--- config.mk ---
export PLATFORM = sky130hd
export DESIGN_NAME = alu_arbiter
export DESIGN_NICKNAME = d
export VERILOG_FILES = /design/src/rtl/alu_arbiter.sv
export SDC_FILE = /design/constraint.sdc
export NUM_CORES = 1
export LEC_CHECK = 0
export ABC_AREA = 0
export CAP_MARGIN = 30
export CORE_AREA = 4 4 209 211
export DETAILED_ROUTE_END_ITERATION = 12
export DIE_AREA = 0 0 213 215
export PLACE_DENSITY = 0.5
export SLEW_MARGIN = 30
export SYNTH_ARGS = -nofsm -noshare
export SYNTH_HDL_FRONTEND = slang
export SYNTH_SLANG_ARGS = --single-unit
--- constraint.sdc ---
create_clock -name clk -period 1.7 [get_ports clk]
set_input_delay 0.34 -clock clk [delete_from_list [all_inputs] [get_ports clk]]
set_output_delay 0.34 -clock clk [all_outputs]
set_load 0.05 [all_outputs]
--- src/rtl/alu_arbiter.sv ---
// Round-robin arbiter sharing one combinational ALU between two requesters.
// Optional feature macro ALU_OPCHECK_EN: reject opcodes 3'b101..3'b111 without driving the ALU.
module alu_arbiter #(
  parameter int DATA_W = 65,
  parameter int OP_W   = 3
) (
  input  logic                clk,
  input  logic                rst_n,
  input  logic [1:0]          reqValid,
  output logic [1:0]          reqReady,
  input  logic [2*OP_W-1:0]   reqOp,
  input  logic [2*DATA_W-1:0] reqA,
  input  logic [2*DATA_W-1:0] reqB,
  output logic [1:0]          rspValid,
  input  logic [1:0]          rspReady,
  output logic [DATA_W-1:0]   rspResult,
  output logic                rspZero,
  output logic                rspErr,
  output logic [OP_W-1:0]     aluOP,
  output logic [DATA_W-1:0]   aluA,
  output logic [DATA_W-1:0]   aluB,
  input  logic [DATA_W-1:0]   aluResult,
  input  logic                aluZero,
  output logic                busy
);

  typedef enum logic [1:0] {IDLE, EXEC, RESP} stateT;

  stateT             state;
  logic              lastGrant;
  logic              curId;
  logic              grant;
  logic              anyValid;
  logic [OP_W-1:0]   selOp;
  logic [DATA_W-1:0] selA;
  logic [DATA_W-1:0] selB;

  // On a tie the port that was not served last wins.
  always_comb begin
    anyValid = |reqValid;
    grant    = reqValid[1] & (~reqValid[0] | ~lastGrant);
    selOp    = grant ? reqOp[2*OP_W-1:OP_W]     : reqOp[OP_W-1:0];
    selA     = grant ? reqA[2*DATA_W-1:DATA_W]  : reqA[DATA_W-1:0];
    selB     = grant ? reqB[2*DATA_W-1:DATA_W]  : reqB[DATA_W-1:0];
    reqReady = '0;
    if (state == IDLE && anyValid) begin
      reqReady[grant] = 1'b1;
    end
  end

`ifdef ALU_OPCHECK_EN
  logic illegalOp;

  always_comb begin
    illegalOp = (selOp >= OP_W'(5));
  end
`else
  assign rspErr = 1'b0;
`endif

  always_ff @(posedge clk or negedge rst_n) begin
    if (!rst_n) begin
      state     <= IDLE;
      lastGrant <= 1'b1;
      curId     <= 1'b0;
      rspValid  <= '0;
      rspResult <= '0;
      rspZero   <= 1'b0;
      aluOP     <= '0;
      aluA      <= '0;
      aluB      <= '0;
      busy      <= 1'b0;
`ifdef ALU_OPCHECK_EN
      rspErr    <= 1'b0;
`endif
    end else begin
      case (state)
        IDLE: begin
          if (anyValid) begin
            curId     <= grant;
            lastGrant <= grant;
            busy      <= 1'b1;
`ifdef ALU_OPCHECK_EN
            // Illegal opcodes answer straight away and leave the ALU inputs untouched.
            if (illegalOp) begin
              state           <= RESP;
              rspValid[grant] <= 1'b1;
              rspResult       <= '0;
              rspZero         <= 1'b0;
              rspErr          <= 1'b1;
            end else begin
              state <= EXEC;
              aluOP <= selOp;
              aluA  <= selA;
              aluB  <= selB;
            end
`else
            state <= EXEC;
            aluOP <= selOp;
            aluA  <= selA;
            aluB  <= selB;
`endif
          end
        end
        EXEC: begin
          rspResult       <= aluResult;
          rspZero         <= aluZero;
          rspValid[curId] <= 1'b1;
          state           <= RESP;
`ifdef ALU_OPCHECK_EN
          rspErr          <= 1'b0;
`endif
        end
        RESP: begin
          if (rspReady[curId]) begin
            rspValid <= '0;
            busy     <= 1'b0;
            state    <= IDLE;
          end
        end
        default: begin
          state <= IDLE;
        end
      endcase
    end
  end

endmodule

==> summary.txt <==
Placement
  – Pre-CTS setup slack: -335 ps
  – GPL Wtd Cong: around 0.78
  – Placed Area: roughly 0.015 sq mm
  – IO buf count: 541
  – DP HPWL: 28.2 mm

Routing
  – Routed Antenna Nets: 0
  – Final WL: just over 40 mm
  – WL met3: between 3 and 4 mm
  – Drt wl/cell: 22.0 microns
  – Drt via density: around 4.5
  – Met2 Wirelength: 20.7 mm
  – Via count: 8,520
  – DRT iter0 DRCs: 513
  – Top Metal Used: met5
  – DRC: 0
  – First drt pass iteration count: 6
  – Post-Route M1 WL: 16.4 mm

Setup path
  – Critical Path RT: 1360 ps
  – Max FO, Critical Path: 3
  – WP buf/inv: 2
  – CP arrival: 1590 ps
  – CP Capture Type: output pin
  – CP Class: reg2out
  – Slowest-stage cell, CP: dfstp_2
  – Crit path max-delay family: flip-flops
  – Worst path cell trace: nand2_1 > and3_4 > buf_16 > buf_12
  – Critical Path Source Type: register
  – Largest stage delay on the critical path: 540 ps
  – Worst R2R Setup Slack: -80 ps

Cells and area
  – Synthesis-to-layout area growth: 78.7%
  – Number of nets in the layout: 1,658
  – Design area: 0.0157 sq mm
  – Core Util, Final: 37.7%
  – Proportion of layout cells with a drive suffix above 1: 22.9%
  – Antenna diodes: 0

Floorplan
  – Die Area: around 0.046 sq mm
  – Ports: 543
  – Starting density of the core: a little over a fifth
  – Die H: 215 microns
  – Die Width: 213 microns
  – Core area: about 0.042 sq mm
  – Row cnt: 75

Run
  – Max-cap violations: 0

Global route
  – Global route overflow: 0
  – Initial antenna violation count: 1
  – Vias in the first global route: 9,043
  – Global-route wire length before repair: 58.0 mm
  – GRT Total Usage: 16.2%
  – Largest net degree at the start of global routing: 73

Logic synthesis
  – Mapped Nets: 1,107
  – Number of synthesized register bits: 206
  – Synth Area in Compound Gates: 27.0%
  – Most common cell in the netlist: dfrtp_1
  – Largest area contributor in the netlist: dfrtp_1
  – Post-Synth Simple-Gate Area: a little under a tenth
  – Main combinational cell family by area after synthesis: compound AO/OA/AOI/OAI gates
  – Sequential area share after synthesis: 58.6%
  – Mean Syn Cell Area: 11.4 sq um
  – Top cell type's share of synthesized area: 58.3%
  – Synth warn: 0
  – Mux contribution to synthesized area: less than 1%
  – Yosys cell types: 23
  – Post-synthesis async set-or-reset flop share: 100%
  – EDFF count, synth: 0
  – Post-synthesis adder-cell area fraction: 0%
  – Post-synth top cells: dfrtp_1 (205), nand2_1 (200), o21a_1 (134)
  – Post-Synth XOR/XNOR Area: 0%
  – Cells after Synth: 769
  – Mapped cell area: 0.00880 sq mm
  – Synth Flop Type: dfrtp_1
  – Synth area leaders: dfrtp_1 (58%), a221o_1 (15%), o21a_1 (11%), nand2_1 (8.5%), buf_6 (2.3%)

STA
  – Final min period: 1930 ps
  – Final worst slack: -232 ps
  – RSZ-0062 raised after global routing: true
  – Final Max Slew Viols: 0
  – Worst Skew: 13.7 ps
  – Max Fclk: 0.517 GHz
  – Total negative setup slack: -4740 ps
  – Final Hold Viols: 0
  – Crit share post-route: 114%
  – Final setup vio count: 128

CTS
  – H-tree levels: 1
  – # clock sinks: between 200 and 250
  – Worst-skew pair later-pin latency: 540 ps
  – CTS Buf Count: 25
  – CTS tree: built
  – Clock slew at reported path FFs: approximately 60 ps
  – Root buf cell: clkbuf_16
  – Max Root-Sink Buffers: 3

Power
  – Pwr dens: 2290 mW/mm^2
  – Leakage: 7.12 nW
  – Total chip power: 36.1 mW
  – Maximum VDD drop: 0.991 mV

Run status
  – Failing checks: negative setup slack
  – Status: finished with violations

Hold path
  – Min-delay worst type: in2async
-- logic make-up (layout without fill, tap and decap cells) --
family,after synthesis,count (layout)
buffers and inverters,77,645
AOI/OAI and AO/OA,274,274
and+or+nand+nor,210,211
DFF,206,206
other,1,1
muxes,1,1
-- layout make-up --
type                       instances  area (sq um)
timing repair buffer             598          5880
clock buffer                      38           714
fill                            4185         26000
tap                              539           674
multi-input combinational        487          3240
clock inverter                     7          63.8
sequential                       206          5160
inverter                           2          7.51
-- state kept, by name (all words and copies together), names as in the netlist --
| register | flops |
|---|---|
| curId | 1 |
| rspValid | 2 |
| rspResult | 65 |
| busy | 1 |
| rspZero | 1 |
| aluB | 65 |
| aluA | 65 |
| aluOP | 3 |
| lastGrant | 1 |
| state | 2 |
-- power by group --
part	switching, mW	internal, mW	leakage, nW	total, mW
combinational	14.1	8.01	4.20	22.1
sequential	1.43	7.34	2.53	8.77
clock	2.17	3.04	0.386	5.21
total	17.7	18.4	7.12	36.1
-- through the flow --
step | hold slack (ps) | instances
global placement | 322 | 1811
detailed placement | 323 | 1811
floorplan | 44.4 | 769
CTS | 297 | 1863
finish | 309 | 1877
global route | 322 | 1877
-- layer usage --
| metal | GRT usage, % | vias up |
|---|---|---|
| met3 | 4.42 | 51 |
| li1 | - | 3931 |
| met2 | 28.8 | 335 |
| met1 | 19.2 | 4201 |
| met4 | 4.29 | 2 |
| met5 | 0 | - |
-- cell usage in the layout, fill, tap and decap left out --
master           synthesis  final
and3_4                   0      2
o21ai_0                  2      2
nand3_1                  1      1
buf_6                   18      2
dfrtp_1                205    205
buf_12                   0     24
clkdlybuf4s50_1          0    336
clkbuf_1                31      9
nor2_4                   0      2
buf_8                    0      3
nor2b_4                  0      1
buf_4                    1    220
dfstp_2                  1      1
a21oi_1                  1      1
bufinv_16                0      1
bufbuf_16                0      1
buf_16                   0      3
a221o_1                133    133
inv_6                    0      1
nand2b_1                 2      1
inv_1                    2      2
o21a_1                 134    134
clkinv_2                 0      5
or2_2                    0      1
dlygate4sd3_1            0      1
nand2b_2                 0      1
a31oi_1                  1      1
mux2_2                   1      1
clkbuf_8                 0      5
nand2_1                200    200
nor2_1                   3      1
conb_1                   1      1
or2_4                    0      1
clkbuf_16                0     32
a21o_1                   3      3
-- repair_timing --
action / CTS / global route
gates cloned: 2 / 13
hold endpoints to repair: 27 / 0
buffers inserted: 5 / 1
pin swaps: 20 / 7
hold buffers: 1 / 0
gates resized for setup: 8 / 19
setup endpoints to repair: 2 / 144
-- worst paths after layout --
| check | startpoint | cells past startpoint | end |
|---|---|---|---|
| min reg2reg | rspResult[53] | 2 | rspResult[53] |
| max reg2reg | lastGrant | 6 | aluA[8] |
| min in group clk | aluResult[34] | 3 | rspResult[34] |
| max | lastGrant | 4 | reqReady[1] |
| min | rst_n | 2 | aluB[35] |
| max in group asynchronous | rst_n | 3 | rspResult[10] |
-- worst reg2reg max path: cells and delay by family (launching register included) --
family	cells	cell delay (ps)
AO/OA/AOI/OAI	1	350
flip-flops	1	540
buffers and inverters	3	510
AND/OR/NAND/NOR	2	240
Note: power is estimated with default switching activity, not from simulation.
